**config.mk**
```make
export PLATFORM = sky130hd
export DESIGN_NAME = cordic_rot_stage
export DESIGN_NICKNAME = d
export VERILOG_FILES = /design/src/rtl/cordic_pkg.sv /design/src/rtl/cordic_angle_lut.sv /design/src/rtl/cordic_rot_stage.sv
export SDC_FILE = /design/constraint.sdc
export NUM_CORES = 1
export LEC_CHECK = 0
export CAP_MARGIN = 20
export CORE_MARGIN = 10
export CORE_UTILIZATION = 50
export CTS_BUF_LIST = sky130_fd_sc_hd__clkbuf_8
export DETAILED_ROUTE_END_ITERATION = 6
export PLACE_DENSITY = 0.73
export SLEW_MARGIN = 10
export SYNTH_ARGS = -nofsm -noshare
export SYNTH_HDL_FRONTEND = slang
export SYNTH_HIERARCHICAL = 1
export SYNTH_SLANG_ARGS = --single-unit
```
**constraint.sdc**
```tcl
create_clock -name clk -period 5.13 [get_ports clk]
set_clock_uncertainty 0.15 [all_clocks]
set_input_delay 1.2825 -clock clk [delete_from_list [all_inputs] [get_ports clk]]
set_output_delay 1.2825 -clock clk [all_outputs]
set_load 0.005 [all_outputs]
```
**src/rtl/cordic_pkg.sv**
```systemverilog
// Shared types and angle tables for the iterative CORDIC rotation stage.
// Angle tables carry 15 fractional bits and are rescaled by the LUT if needed.
package cordic_pkg;

    typedef enum logic [1:0] {
        CS_CIRC = 2'b00,
        CS_LIN  = 2'b01,
        CS_HYP  = 2'b10,
        CS_RSVD = 2'b11
    } coord_sys_e;

    typedef enum logic [1:0] {
        ST_IDLE = 2'b00,
        ST_RUN  = 2'b01,
        ST_DONE = 2'b10
    } fsm_state_e;

    localparam int TBL_FRAC = 15;

    // Hyperbolic indices the counter presents twice for convergence.
    localparam logic [5:0] HYP_REPEAT_IDX [3] = '{6'd4, 6'd13, 6'd40};

    // round(atan(2^-i) * 2^15)
    function automatic logic [15:0] atan_tbl(input logic [5:0] i);
        logic [15:0] v;
        case (i)
            6'd0:    v = 16'd25736;
            6'd1:    v = 16'd15193;
            6'd2:    v = 16'd8027;
            6'd3:    v = 16'd4075;
            6'd4:    v = 16'd2045;
            6'd5:    v = 16'd1024;
            6'd6:    v = 16'd512;
            6'd7:    v = 16'd256;
            6'd8:    v = 16'd128;
            6'd9:    v = 16'd64;
            6'd10:   v = 16'd32;
            6'd11:   v = 16'd16;
            6'd12:   v = 16'd8;
            6'd13:   v = 16'd4;
            6'd14:   v = 16'd2;
            6'd15:   v = 16'd1;
            default: v = 16'd0;
        endcase
        return v;
    endfunction

    // round(atanh(2^-i) * 2^15); entry 0 is never applied
    function automatic logic [15:0] atanh_tbl(input logic [5:0] i);
        logic [15:0] v;
        case (i)
            6'd1:    v = 16'd18000;
            6'd2:    v = 16'd8369;
            6'd3:    v = 16'd4118;
            6'd4:    v = 16'd2051;
            6'd5:    v = 16'd1024;
            6'd6:    v = 16'd512;
            6'd7:    v = 16'd256;
            6'd8:    v = 16'd128;
            6'd9:    v = 16'd64;
            6'd10:   v = 16'd32;
            6'd11:   v = 16'd16;
            6'd12:   v = 16'd8;
            6'd13:   v = 16'd4;
            6'd14:   v = 16'd2;
            6'd15:   v = 16'd1;
            6'd16:   v = 16'd1;
            default: v = 16'd0;
        endcase
        return v;
    endfunction

endpackage

```
**src/rtl/cordic_angle_lut.sv**
```systemverilog
// Z-step constant for one micro-rotation, selected by coordinate system.
// Linear steps are exact powers of two; table entries are rescaled to ZF.
module cordic_angle_lut
    import cordic_pkg::*;
#(
    parameter int W  = 18,
    parameter int ZF = 15
) (
    input  logic [1:0]   coord_sys,
    input  logic [5:0]   iter_idx,
    output logic [W-1:0] z_step
);

    localparam int UP = (ZF >= TBL_FRAC) ? ZF - TBL_FRAC : 0;
    localparam int DN = (ZF <  TBL_FRAC) ? TBL_FRAC - ZF : 0;

    logic [W-1:0] atan_w;
    logic [W-1:0] atanh_w;
    logic [W-1:0] lin_w;

    assign atan_w  = (W'(atan_tbl(iter_idx)) << UP) >> DN;
    assign atanh_w = (W'(atanh_tbl(iter_idx)) << UP) >> DN;
    assign lin_w   = (W'(1) << ZF) >> iter_idx;

    // Reserved encoding falls through to the circular table.
    always_comb begin
        z_step = atan_w;
        unique case (1'b1)
            coord_sys == CS_LIN: z_step = lin_w;
            coord_sys == CS_HYP: z_step = atanh_w;
            default:             z_step = atan_w;
        endcase
    end

endmodule

```
**src/rtl/cordic_rot_stage.sv**
```systemverilog
// Iterative CORDIC micro-rotation stage: one shift-add step per valid index,
// drives the iteration counter, handshakes operands in and results out.
module cordic_rot_stage
    import cordic_pkg::*;
#(
    parameter int WIDTH    = 16,
    parameter int GUARD    = 2,
    parameter int LAST_IDX = 15
) (
    input  logic             clk,
    input  logic             rst,
    input  logic             in_valid,
    output logic             in_ready,
    input  logic [1:0]       coord_sys,
    input  logic             vec_mode,
    input  logic [WIDTH-1:0] x_in,
    input  logic [WIDTH-1:0] y_in,
    input  logic [WIDTH-1:0] z_in,
    input  logic [5:0]       iter_idx,
    input  logic             iter_vld,
    output logic             cnt_clr,
    output logic             cnt_en_n,
    output logic             out_valid,
    input  logic             out_ready,
    output logic [WIDTH-1:0] x_out,
    output logic [WIDTH-1:0] y_out,
    output logic [WIDTH-1:0] z_out,
    output logic             err
);

    localparam int W    = WIDTH + GUARD;
    localparam int FRAC = WIDTH - 3;
    localparam int ZF   = FRAC + GUARD;

    localparam logic signed [W:0] HALF   = (W+1)'(1) << (GUARD - 1);
    localparam logic signed [W:0] SAT_HI = (W+1)'((1 << (WIDTH - 1)) - 1);
    localparam logic signed [W:0] SAT_LO = ~SAT_HI;

    fsm_state_e state_q;
    coord_sys_e cs_q;
    logic       vec_q;

    logic signed [W-1:0] x_q, y_q, z_q;
    logic signed [W-1:0] x_sh, y_sh, z_step;
    logic signed [W-1:0] x_nx, y_nx, z_nx;

    logic d_pos;
    logic is_lin;
    logic is_hyp;
    logic rot_fire;
    logic last_rot;

    // Round half up at the guard boundary, then clamp to the output range.
    function automatic logic [WIDTH-1:0] round_sat(input logic signed [W-1:0] v);
        logic signed [W:0] r;
        r = (W+1)'(v) + HALF;
        r = r >>> GUARD;
        if (r > SAT_HI)
            r = SAT_HI;
        else if (r < SAT_LO)
            r = SAT_LO;
        return r[WIDTH-1:0];
    endfunction

    assign x_sh   = x_q >>> iter_idx;
    assign y_sh   = y_q >>> iter_idx;
    assign d_pos  = vec_q ? y_q[W-1] : ~z_q[W-1];
    assign is_lin = (cs_q == CS_LIN);
    assign is_hyp = (cs_q == CS_HYP);

    // Hyperbolic index 0 diverges, so it is skipped and registers hold.
    assign rot_fire = (state_q == ST_RUN) && iter_vld
                    && !(is_hyp && iter_idx == 6'd0);
    assign last_rot = rot_fire && (iter_idx == 6'(LAST_IDX));

    cordic_angle_lut #(
        .W  (W),
        .ZF (ZF)
    ) u_lut (
        .coord_sys (cs_q),
        .iter_idx  (iter_idx),
        .z_step    (z_step)
    );

    // Next x/y/z for one micro-rotation; sums wrap at W bits.
    always_comb begin
        x_nx = x_q;
        unique case (1'b1)
            is_lin:  x_nx = x_q;
            is_hyp:  x_nx = d_pos ? x_q + y_sh : x_q - y_sh;
            default: x_nx = d_pos ? x_q - y_sh : x_q + y_sh;
        endcase
        y_nx = d_pos ? y_q + x_sh : y_q - x_sh;
        z_nx = d_pos ? z_q - z_step : z_q + z_step;
    end

    // Control FSM with registered handshake/counter outputs and datapath.
    always_ff @(posedge clk or negedge rst) begin
        if (!rst) begin
            state_q   <= ST_IDLE;
            in_ready  <= 1'b1;
            cnt_clr   <= 1'b1;
            cnt_en_n  <= 1'b1;
            out_valid <= 1'b0;
            cs_q      <= CS_CIRC;
            vec_q     <= 1'b0;
            x_q       <= '0;
            y_q       <= '0;
            z_q       <= '0;
            x_out     <= '0;
            y_out     <= '0;
            z_out     <= '0;
            err       <= 1'b0;
        end else begin
            unique case (state_q)
                ST_IDLE: begin
                    if (in_valid) begin
                        x_q      <= {x_in, {GUARD{1'b0}}};
                        y_q      <= {y_in, {GUARD{1'b0}}};
                        z_q      <= {z_in, {GUARD{1'b0}}};
                        cs_q     <= coord_sys_e'(coord_sys);
                        vec_q    <= vec_mode;
                        err      <= (coord_sys == CS_RSVD);
                        state_q  <= ST_RUN;
                        in_ready <= 1'b0;
                        cnt_clr  <= 1'b0;
                        cnt_en_n <= 1'b0;
                    end
                end
                ST_RUN: begin
                    if (rot_fire) begin
                        x_q <= x_nx;
                        y_q <= y_nx;
                        z_q <= z_nx;
                    end
                    if (last_rot) begin
                        x_out     <= round_sat(x_nx);
                        y_out     <= round_sat(y_nx);
                        z_out     <= round_sat(z_nx);
                        state_q   <= ST_DONE;
                        out_valid <= 1'b1;
                        cnt_en_n  <= 1'b1;
                        cnt_clr   <= 1'b1;
                    end
                end
                ST_DONE: begin
                    if (out_ready) begin
                        state_q   <= ST_IDLE;
                        out_valid <= 1'b0;
                        in_ready  <= 1'b1;
                    end
                end
                default: begin
                    state_q   <= ST_IDLE;
                    in_ready  <= 1'b1;
                    cnt_clr   <= 1'b1;
                    cnt_en_n  <= 1'b1;
                    out_valid <= 1'b0;
                end
            endcase
        end
    end

endmodule

```
==> qor.txt <==
count leader, synth: nand2_1
n_diodes: 0
nets: 2518
origin of the worst setup path: iter_idx[0]
I/O pins: 115
die height: 184 um
CP delay by family, top: compound AO/OA/AOI/OAI gates
Max Cap Viol: 0
Crit path top cell by count: buf_4
Pins Over Slew Limit: 0
Std-Cell Core Area: 0.0268 mm2
reg2reg start: cs_q[0]$_DFFE_PN0P_
Starting Density: 0.504
wire length per cell: 23.5 um
routed wire length: 63.7 mm
failing checks: setup timing
clock latency on the worst-skew pair: 0.44 ns
synth warn: 6
layout filler cell count: 1487
initial antenna violation count: 0
CTS tree: yes
CP endpoint kind: register
DRC viols: 0
Num CTS Buffers: 9
CP startpoint kind: input port
share of cells above drive strength 1: 0.433
dominant cells by area after synthesis: dfrtp_1 (20%), ha_1 (8.1%), a21oi_1 (5.0%)
Post-synth EDFFs: 0
status: finished with violations
PortBufs: 114
Worst path max stage delay: 0.42 ns
Distinct cells, synth: 98
Vias: 17900
Top FF cell, synth: dfrtp_1
Cells after Synth: 1732
detailed placer's ending HPWL: 41.2 mm
Hold Path Class: register to register
f_max: 153 MHz
CP endpoint: z_out[13]$_DFFE_PN0P_
synthesized flop and latch total: 111
Clock Path Buffers: 2
FF-to-FF path depth: 28
largest net degree at the start of global routing: 71
worst setup margin: -1.39 ns
area grow syn2layout: 63.2%
Mapped Avg Cell Area: 7.80 um2
Synth top area share: 0.202
vias in the first global route: 16500
Die X: 184 um
vias per inst: 6.59
Post-CTS Hold Buffers: 0
Critical path buffers and inverters: 8
RSZ-0062 raised after global routing: yes
critical path fanouts, max: 7
top cells by instance count after synthesis: nand2_1 (174), nor2_1 (167), a21oi_1 (134)
fin cells: 2711
gr usage total: 0.315
mapped cell area: 0.0135 mm2
Starting DRT DRC Count: 2257
TritonRoute pass-1 iters: 6
Core Rows: 60
first-pass GRT wire length: 86.6 mm
Slew HR: 0.305
crit path DAT: 6.74 ns
WP depth: 27
DRT antenna net count: 0
Final min period: 6.52 ns
H-Tree Depth: 3
CTS Sinks: 111
placed cells: 2598
WP data required: 5.35 ns
Hold Vio Cnt, Final: 0
Worst-path clk slew: 0.11 ns
period utilization: 1.27
ys async rst share: 1.00
register area share after synthesis: 0.206
GP Congestion: 1.03
die area: 0.0340 mm2
Root Buffer: clkbuf_8
cell taking the most area after synthesis: dfrtp_1
worst slew pin tran: 1.04 ns
r2r endpoint: z_out[13]$_DFFE_PN0P_
Finish-stage setup viols: 78
r2r setup slk: -1.10 ns
GRT overflow: 0
Critical-path top delay cell: nor4b_4
kind of critical path: input port to register
layout make-up:
class                      count  area (um2)  area share
clock buffer                   9         124     0.00562
clock inverter                 7        73.8     0.00335
inverter                      69         275      0.0125
multi-input combinational   1449       12200       0.553
sequential                   111        2780       0.126
tap                          341         427      0.0193
timing repair buffer         725        6170       0.280
placed cells by master (no fill, tap or decap), types with 38 or more instances in the layout:
cell and n:
o21ai_0 77, nor2_1 142, xor2_1 38, nand2_1 162, buf_4 539, dfrtp_1 109
ha_1 68, a21oi_1 72, clkdlybuf4s50_1 107, buf_6 54, o21ai_1 40, a21oi_2 51
inv_1 62, xnor2_1 48, mux2i_1 38
cell families after synthesis:
| logic type | after synthesis | share of synthesized area |
|---|---|---|
| and+or+nand+nor | 612 | 0.226 |
| xor gates and xnor gates | 102 | 0.0661 |
| AOI/OAI and AO/OA | 538 | 0.265 |
| DFF | 111 | 0.206 |
| buffers and inverters | 174 | 0.0512 |
| muxes | 103 | 0.0988 |
| other | 1 | 0.000278 |
| adders and majority gates | 91 | 0.0865 |
metrics by stage:
step	utilization	setup slack [ns]	TNS (ns)	cell area, um2	hold WS (ns)
floorplan	-	-1.08	-46.50	14000	0.301
global placement	0.708	-1.60	-95.01	19000	0.302
detailed placement	0.708	-1.82	-105.83	19000	0.316
CTS	0.755	-0.979	-43.38	20200	0.344
global route	0.823	-1.58	-79.60	22100	0.354
finish	0.823	-1.39	-70.34	22100	0.341
routing by layer:
metal / share of wire / up-vias / track usage / routed length (um)
met5: 0 / - / 0 / 0
met4: 0.066 / 0 / 0.136 / 4210
met3: 0.10 / 378 / 0.0526 / 6350
met2: 0.46 / 1331 / 0.528 / 29500
met1: 0.37 / 8520 / 0.390 / 23600
li1: - / 7629 / - / -
repair_timing:
item	in CTS	in global routing
setup endpoints to repair	83	83
cloned	1	3
pin swaps	65	146
gates resized for setup	169	308
setup buffers	43	59
registers in the layout, summed over array words and instances (netlist names):
signal / count
z_out: 16
x_out: 16
z_q: 18
state_q: 2
cnt_en_n: 1
y_q: 18
cs_q: 2
err: 1
out_valid: 1
y_out: 16
vec_q: 1
x_q: 18
in_ready: 1
worst min-delay path by stage:
| stage | from | end | slack [ns] | cells after the start |
|---|---|---|---|---|
| floorplan | cnt_en_n$_DFFE_PN1P_ | cnt_en_n$_DFFE_PN1P_ | 0.30 | 2 |
| global placement | cnt_en_n$_DFFE_PN1P_ | cnt_en_n$_DFFE_PN1P_ | 0.30 | 2 |
| detailed placement | x_out[15]$_DFFE_PN0P_ | x_out[15]$_DFFE_PN0P_ | 0.32 | 1 |
| CTS | cnt_en_n$_DFFE_PN1P_ | cnt_en_n$_DFFE_PN1P_ | 0.34 | 2 |
| global route | cnt_en_n$_DFFE_PN1P_ | cnt_en_n$_DFFE_PN1P_ | 0.35 | 2 |
| finish | cnt_en_n$_DFFE_PN1P_ | cnt_en_n$_DFFE_PN1P_ | 0.34 | 2 |
tightest hold or removal path, stage by stage, from the launching register on:
cell	delay, ns
dfstp_2	0.39
nand2_1	0.06
nand2_1	0.05
Power is left out: the tool's default activity adds up to more than one toggle a clock period on the data nets, which glitch-free logic cannot reach.
